[config.mk]
export PLATFORM = sky130hd
export DESIGN_NAME = iq_power_avg
export DESIGN_NICKNAME = d
export VERILOG_FILES = /design/src/rtl/iq_power_avg.sv
export SDC_FILE = /design/constraint.sdc
export NUM_CORES = 2
export LEC_CHECK = 0
export BUFFER_PORTS_ARGS = -buffer_cell sky130_fd_sc_hd__clkbuf_2
export CAP_MARGIN = 20
export CORE_ASPECT_RATIO = 0.7
export CORE_MARGIN = 2
export CORE_UTILIZATION = 44
export CTS_CLUSTER_SIZE = 40
export DETAILED_ROUTE_END_ITERATION = 8
export PLACE_DENSITY = 0.67
export SLEW_MARGIN = 20
export SYNTH_ARGS = -nofsm -noshare
export SYNTH_HDL_FRONTEND = slang
export SYNTH_SLANG_ARGS = --single-unit
export TNS_END_PERCENT = 20
[constraint.sdc]
create_clock -name clk -period 10.5 [get_ports clk]
set_input_delay 1.575 -clock clk [delete_from_list [all_inputs] [get_ports clk]]
set_output_delay 1.575 -clock clk [all_outputs]
set_load 0.005 [all_outputs]
[src/rtl/iq_power_avg.sv]
//==============================================================================
// Module      : iq_power_avg
// Description : Block-averaged I/Q power, mean(I^2+Q^2) over 2^LOG2_AVG samples,
//               handed to a non-pipelined square-root stage via en/dav.
//               Optional macro IQ_POWER_AVG_ROUND_EN: round half up and saturate.
// Revision    : 1.0 - initial release
//==============================================================================
`timescale 1ns/1ps
`default_nettype none

module iq_power_avg #(
  parameter int DATA_WIDTH = 16,
  parameter int LOG2_AVG   = 4,
  parameter int X_WIDTH    = 2*DATA_WIDTH
) (
  input  logic                         clk,
  input  logic                         rst,
  input  logic signed [DATA_WIDTH-1:0] i_data,
  input  logic signed [DATA_WIDTH-1:0] q_data,
  input  logic                         valid,
  output logic [X_WIDTH-1:0]           sqrt_x,
  output logic                         sqrt_en,
  input  logic                         sqrt_dav,
  output logic                         busy,
  output logic                         overrun,
  input  logic                         overrun_clr
);

  localparam int c_DW2 = 2*DATA_WIDTH;
  localparam int c_AW  = c_DW2 + LOG2_AVG;
  localparam int c_CW  = (LOG2_AVG > 0) ? LOG2_AVG : 1;
  localparam logic [c_CW-1:0] c_LAST = c_CW'((2**LOG2_AVG) - 1);
`ifdef IQ_POWER_AVG_ROUND_EN
  localparam int c_WW  = (X_WIDTH > c_AW+1) ? X_WIDTH : c_AW+1;
  localparam logic [c_AW:0] c_HALF = (c_AW+1)'((2**LOG2_AVG)/2);
`endif

  typedef enum logic [0:0] {
    S_IDLE = 1'b0,
    S_WAIT = 1'b1
  } state_t;

  // Input capture and validity tags for each pipeline stage
  logic signed [DATA_WIDTH-1:0] r_i;
  logic signed [DATA_WIDTH-1:0] r_q;
  logic                         r_v0;
  logic                         r_v1;
  logic                         r_v2;
  logic [c_DW2-1:0]             r_isq;
  logic [c_DW2-1:0]             r_qsq;
  logic [c_DW2-1:0]             r_sum;
  logic [c_AW-1:0]              r_acc;
  logic [c_CW-1:0]              r_cnt;
  logic [X_WIDTH-1:0]           r_hold;
  logic                         r_pending;
  logic                         r_overrun;
  logic [X_WIDTH-1:0]           r_x;
  logic                         r_en;
  state_t                       r_state;
  state_t                       w_state_nxt;

  logic signed [c_DW2-1:0] w_i_ext;
  logic signed [c_DW2-1:0] w_q_ext;
  logic signed [c_DW2-1:0] w_isq;
  logic signed [c_DW2-1:0] w_qsq;
  logic [c_AW:0]           w_total;
  logic [c_AW:0]           w_shifted;
  logic [X_WIDTH-1:0]      w_mean;
  logic                    w_last;
  logic                    w_new;
  logic                    w_dispatch;

  // Sign-extend before squaring so the most negative input cannot overflow
  assign w_i_ext = {{DATA_WIDTH{r_i[DATA_WIDTH-1]}}, r_i};
  assign w_q_ext = {{DATA_WIDTH{r_q[DATA_WIDTH-1]}}, r_q};
  assign w_isq   = w_i_ext * w_i_ext;
  assign w_qsq   = w_q_ext * w_q_ext;

`ifdef IQ_POWER_AVG_ROUND_EN
  logic [c_WW-1:0] w_wide;
  assign w_total   = {1'b0, r_acc} + (c_AW+1)'(r_sum) + c_HALF;
  assign w_shifted = w_total >> LOG2_AVG;
  assign w_wide    = c_WW'(w_shifted);
  assign w_mean    = (|(w_wide >> X_WIDTH)) ? {X_WIDTH{1'b1}} : w_wide[X_WIDTH-1:0];
`else
  assign w_total   = {1'b0, r_acc} + (c_AW+1)'(r_sum);
  assign w_shifted = w_total >> LOG2_AVG;
  assign w_mean    = X_WIDTH'(w_shifted);
`endif

  assign w_last     = (r_cnt == c_LAST);
  assign w_new      = r_v2 && w_last;
  assign w_dispatch = (r_state == S_IDLE) && r_pending;

  always_ff @(posedge clk) begin
    if (rst) begin
      r_i   <= '0;
      r_q   <= '0;
      r_v0  <= 1'b0;
      r_v1  <= 1'b0;
      r_v2  <= 1'b0;
      r_isq <= '0;
      r_qsq <= '0;
      r_sum <= '0;
      r_acc <= '0;
      r_cnt <= '0;
    end else begin
      r_v0 <= valid;
      r_v1 <= r_v0;
      r_v2 <= r_v1;
      if (valid) begin
        r_i <= i_data;
        r_q <= q_data;
      end
      if (r_v0) begin
        r_isq <= $unsigned(w_isq);
        r_qsq <= $unsigned(w_qsq);
      end
      if (r_v1) begin
        r_sum <= r_isq + r_qsq;
      end
      // Block boundary restarts accumulation on the same edge, no idle gap
      if (r_v2) begin
        if (w_last) begin
          r_acc <= '0;
          r_cnt <= '0;
        end else begin
          r_acc <= r_acc + c_AW'(r_sum);
          r_cnt <= r_cnt + c_CW'(1);
        end
      end
    end
  end

  always_ff @(posedge clk) begin
    if (rst) begin
      r_hold    <= '0;
      r_pending <= 1'b0;
      r_overrun <= 1'b0;
      r_x       <= '0;
      r_en      <= 1'b0;
    end else begin
      r_en <= w_dispatch;
      if (w_dispatch) begin
        r_x <= r_hold;
      end
      if (w_new) begin
        r_hold    <= w_mean;
        r_pending <= 1'b1;
      end else if (w_dispatch) begin
        r_pending <= 1'b0;
      end
      // A fresh overrun wins over a simultaneous clear
      if (w_new && r_pending && !w_dispatch) begin
        r_overrun <= 1'b1;
      end else if (overrun_clr) begin
        r_overrun <= 1'b0;
      end
    end
  end

  always_ff @(posedge clk) begin
    if (rst) begin
      r_state <= S_IDLE;
    end else begin
      r_state <= w_state_nxt;
    end
  end

  always_comb begin
    w_state_nxt = r_state;
    case (r_state)
      S_IDLE: if (r_pending) w_state_nxt = S_WAIT;
      S_WAIT: if (sqrt_dav)  w_state_nxt = S_IDLE;
      default: w_state_nxt = S_IDLE;
    endcase
  end

  assign sqrt_x  = r_x;
  assign sqrt_en = r_en;
  assign busy    = (r_state == S_WAIT);
  assign overrun = r_overrun;

endmodule

`default_nettype wire

==> Yosys cells after proc, flatten, opt, wreduce, memory -nomap -nowiden <==
Cells that the tools add are included.
Widths: inputs -> output; s select.
{ "classes": {"addsub": 4, "bitwise": 1, "n_eq_ne": 1, "n_mul": 2, "reduce_logical": 7, "muxes": 9} }
{ "op_table": {"columns": ["op", "n"], "rows": [
  ["$add 36x32->36", 2],
  ["$mul 16x16->32", 2],
  ["$mux 36", 1],
  ["$add 32x32->32", 1],
  ["$mux 1", 6],
  ["$add 4x1->4 const B", 1],
  ["$eq 4x4->1 const B", 1],
  ["$logic_and 1x1->1", 4],
  ["$mux 4", 1],
  ["$reduce_bool 2->1", 2],
  ["$pmux 1 s2", 1],
  ["$logic_not 1->1", 1],
  ["$not 1->1", 1]
]} }
{ "totals": {"out_inout_bits": 35, "inputBits": 37, "regBits": 239} }

==> Depth between registers and ports, before layout <==
{ "logic_depth": {"word_depth": 5, "mapped_depth": 26} }

==> Least setup slack after synthesis <==
OpenSTA, ideal clock, no wires.
{ "synth_path": {"kind": "reg-to-reg", "from": "register r_i[15]", "to": "register r_isq[30]", "arrival_ps": 6226, "t_required_ps": 10380, "synth_period_minus_slack_ps": 6346, "setup_slack_ps": 4154, "setup_ps": 120, "stages_incl_launch_ff": 24, "cell_sequence": "dfxtp_1 clkinv_1 buf_1 nor2_1 fa_1 fa_1 inv_1 fa_1 inv_1 fa_1 fa_1 inv_1 fa_1 inv_1 ha_1 a21o_1 a21o_1 a21o_1 a21o_1 a21oi_1 o21ai_0 a41oi_1 nor4_1 a211o_1"} }
{ "synth_between": {"elab_chain_cells": 1} }
{ "synth_rtl": {"columns": ["item", "line", "source"], "rows": [
  ["from (decl)", "44", "logic signed [DATA_WIDTH-1:0] r_i;"],
  ["from (signal assigned)", "112", "r_i <= i_data;"],
  ["$mul 16x16->32", "76", "assign w_isq = w_i_ext * w_i_ext;"],
  ["to (signal assigned)", "116", "r_isq <= $unsigned(w_isq);"],
  ["to (decl)", "49", "logic [c_DW2-1:0] r_isq;"]
]} }
Every way passes these cells.
A chain may end at the register's enable or synchronous reset.

==> Final worst setup path <==
Ends and elaborated chain as after synthesis.

==> summary.md <==
| Metric | Value |
|---|---|
| Period utilisation layout | `71.0%` |
| Gpl congestion | `0.873` |
| First-pass iteration count of the detailed router | `7` |
| Hold WS | `0.453 ns` |
| Reg clk slew, reported paths | `0.06 ns` |
| YS warnings | `0` |
| Post-CTS Setup Inserts | `0` |
| Cell-by-cell listing of the critical path | `clkinv_1 -> nor2_1 -> fa_1 -> fa_1 -> inv_1 -> fa_1 -> inv_1 -> fa_1 -> fa_1 -> inv_1 -> fa_1 -> inv_1 -> ha_1 -> a21o_1 -> a21o_1 -> a21o_1 -> a21o_1 -> a21oi_1 -> o21ai_0 -> a41oi_1 -> nor4_1 -> a211o_1` |
| Post-Syn Nets | `3,958` |
| CTS Buf Count | `28` |
| Share of synthesized registers carrying an async set or reset | `0%` |
| Worst Hold Class | `reg -> reg` |
| Maxcap violations | `0` |
| Final min period | `7.45 ns` |
| Max Transition Viols Final | `0` |
| First-pass GRT wire length | `104,000 um` |
| Later-pin clock latency in the skew report | `0.58 ns` |
| Clk_skew | `0.0243 ns` |
| Worst hold path stage count | `2` |
| H-Tree Depth | `1` |
| Post-DP Area | `29,800 um2` |
| Delay of the slowest critical-path stage | `0.76 ns` |
| Final hold violations | `0` |
| Worst Hold End | `sqrt_x[16]` |
| DR vias/cell | `5.02` |
| Worst Path Class, Setup | `reg -> reg` |
| Setup TNS | `0 ns` |
| Initial antenna violation count | `0` |
| Post-synth EDFFs | `0` |
| Initial Util | `44.4%` |
| Die width | `309 um` |
| Outcome | `finished, final reports clean` |
| Worst r2r dst | `r_isq[30]` |
| Most used cell, CP | `fa_1` |
| Top post-synthesis cells by area | `fa_1, dfxtp_1, ha_1, inv_1, nand2_1` |
| CTS Hold Bufs | `0` |
| Synth Cell Area | `28,700 um2` |
| Vias in the first global route | `20.4k` |
| Full die area | `67,300 um2` |
| Worst reg2reg startpoint | `r_i[15]` |
| ANT cells | `0` |
| RSZ-0062 raised after global routing | `false` |
| R2R setup slack | `3.05 ns` |
| Worst slew pin tran | `1.06 ns` |
| Final core occ | `47.8%` |
| Fin nets | `3,958` |
| Avg Synthesized Cell Area | `8.94 um2` |
| Drc violations | `0` |
| Num rows | `78` |
| Critical-path top delay cell | `fa_1` |
| # IOs | `72` |
| Setup WS pre-CTS | `3.10 ns` |
| Top FF cell, synth | `dfxtp_1` |
| First DRT Iteration DRCs | `1,184` |
| Post-synth top area cell | `fa_1` |
| Remaining Overflow, GRT | `0` |
| Arr. time, crit path | `7.91 ns` |
| Longest Clk Path Bufs | `3` |
| Core area | `64,600 um2` |
| Share of the yosys chip area belonging to registers | `16.5%` |
| TritonCTS clock tree | `yes` |
| Setup WS post-layout | `3.05 ns` |
| Design Area, Final | `30,900 um2` |
| Port bufs | `71` |
| Synth top area share | `32.7%` |
| CP required | `10.96 ns` |
| Routed Antenna Nets | `0` |
| Synthesized instance count | `3,209` |
| Via count | `20.6k` |
| Hold Crit Start | `sqrt_x[16]` |
| Synth-to-layout area growth | `7.60%` |
| Layout cells sized above 1 | `5.45%` |
| Worst vdd ir | `0.121 mV` |
| Crit Path Max Fanout | `17` |
| Critical Path Sink Type | `flop` |
| Rel. slew slack | `29.1%` |
| Most common cell after layout, fill and taps aside | `inv_1` |
| Cell depth of the worst flop-to-flop path | `22` |
| # resized after CTS | `0` |
| DP Wirelength | `49,200 um` |
| Number of synthesized register bits | `237` |
| Fmax | `0.134 GHz` |
| Largest net degree at the start of global routing | `78` |
| Leakage power | `15.7 nW` |
| DRT Wirelength | `61,400 um` |
| PwrDens | `105 nW/um2` |
| CTS root buffer | `clkbuf_16` |
| WL/cell | `14.9 um` |
| Synth unique cells | `74` |
| Die span in y | `218 um` |
| Most frequent cells in the layout | `inv_1, fa_1, nand2_1` |
| Final setup vio count | `0` |
| Total GRT Usage | `18.9%` |
| # clock sinks | `237` |
| Crit start category | `flop` |
power breakdown:
part / switching [W] / internal [W] / total (W)
logic: 0.000685 / 0.000481 / 0.00117
clock network: 0.000421 / 0.000660 / 0.00108
registers: 0.0000665 / 0.000943 / 0.00101
flip-flops by register name, indices dropped and copies added, names as in the netlist, 4 cells and up:
| name | count |
|---|---|
| sqrt_x | 32 |
| r_i | 16 |
| r_q | 16 |
| r_sum | 32 |
| r_hold | 32 |
| r_qsq | 31 |
| r_cnt | 4 |
| r_isq | 31 |
| r_acc | 36 |
critical path: cells and delay by family, from the launching register on:
| kind | cells | cell delay (ns) |
|---|---|---|
| compound gates | 8 | 1.64 |
| fa+ha+maj | 7 | 3.68 |
| buf+inv | 5 | 0.92 |
| flops | 1 | 0.66 |
| simple gates | 2 | 0.44 |
worst max path at each step:
stage	start	endpoint	slack, ns	cells past startpoint
2_1_floorplan	r_i[15]	r_isq[30]	4.15	23
3_3_place_gp	r_i[15]	r_isq[30]	3.30	22
3_5_place_dp	r_i[15]	r_isq[30]	3.10	22
4_1_cts	r_i[15]	r_isq[30]	3.09	22
5_1_grt	r_i[15]	r_isq[30]	2.62	22
6_report	r_i[15]	r_isq[30]	3.05	22
stage by stage:
step	cells	total power, W
2_1_floorplan	3209	0.00191
3_3_place_gp	4059	0.00218
3_5_place_dp	4059	0.00219
4_1_cts	4110	0.00328
5_1_grt	4110	0.00350
6_report	4110	0.00326
per-layer routing:
metal | up-vias | part of all wire [%] | wire length [um] | track usage (%)
met1 | 10115 | 51 | 31500 | 29.2
met3 | 40 | 4.3 | 2640 | 2.04
li1 | 10099 | - | - | -
met5 | - | 0 | 0 | 0
met4 | 0 | 1.1 | 671 | 2.62
met2 | 375 | 43 | 26700 | 29.0
Yosys cell counts, types with 5 or more instances:
| master | number |
|---|---|
| clkbuf_1 | 104 |
| a21oi_1 | 164 |
| nor3_1 | 20 |
| o22ai_1 | 5 |
| a31o_2 | 18 |
| and2_1 | 76 |
| dfxtp_1 | 237 |
| xor2_1 | 43 |
| nor2b_1 | 13 |
| nand2_1 | 327 |
| o31ai_1 | 5 |
| nor4_1 | 5 |
| a211oi_1 | 23 |
| nand2b_1 | 20 |
| nor2_1 | 249 |
| a22oi_1 | 22 |
| ha_1 | 243 |
| and4_1 | 5 |
| o211ai_1 | 12 |
| a31oi_1 | 11 |
| nand3_1 | 34 |
| a211o_1 | 8 |
| fa_1 | 469 |
| a22o_1 | 8 |
| xnor2_1 | 84 |
| and3_1 | 16 |
| mux2i_1 | 78 |
| or3_1 | 6 |
| buf_1 | 10 |
| o21ai_0 | 58 |
| o21a_1 | 12 |
| inv_1 | 655 |
| a21o_1 | 61 |
| or2_2 | 8 |
| o21bai_1 | 11 |
| nand4_1 | 8 |
cells by family (layout without fill, tap and decap cells):
kind of cell,after synthesis,in the layout,share of synthesized area [%]
compound gates,470,470,10.8
xor+xnor,127,127,3.88
fa+ha+maj,712,712,43.3
buf+inv,775,796,10.2
flops,237,237,16.5
mux,79,79,2.76
simple gates,809,809,12.6
final cells by class:
class,count,area (um2)
Inverter,659,2470
Timing Repair Buffer,86,474
Tap cell,880,1100
Clock buffer,37,795
Fill cell,6175,33700
Multi-Input combinational cell,2197,21000
Sequential cell,237,4750
Clock inverter,14,241
No activity file was read; power rests on OpenSTA's default activity.
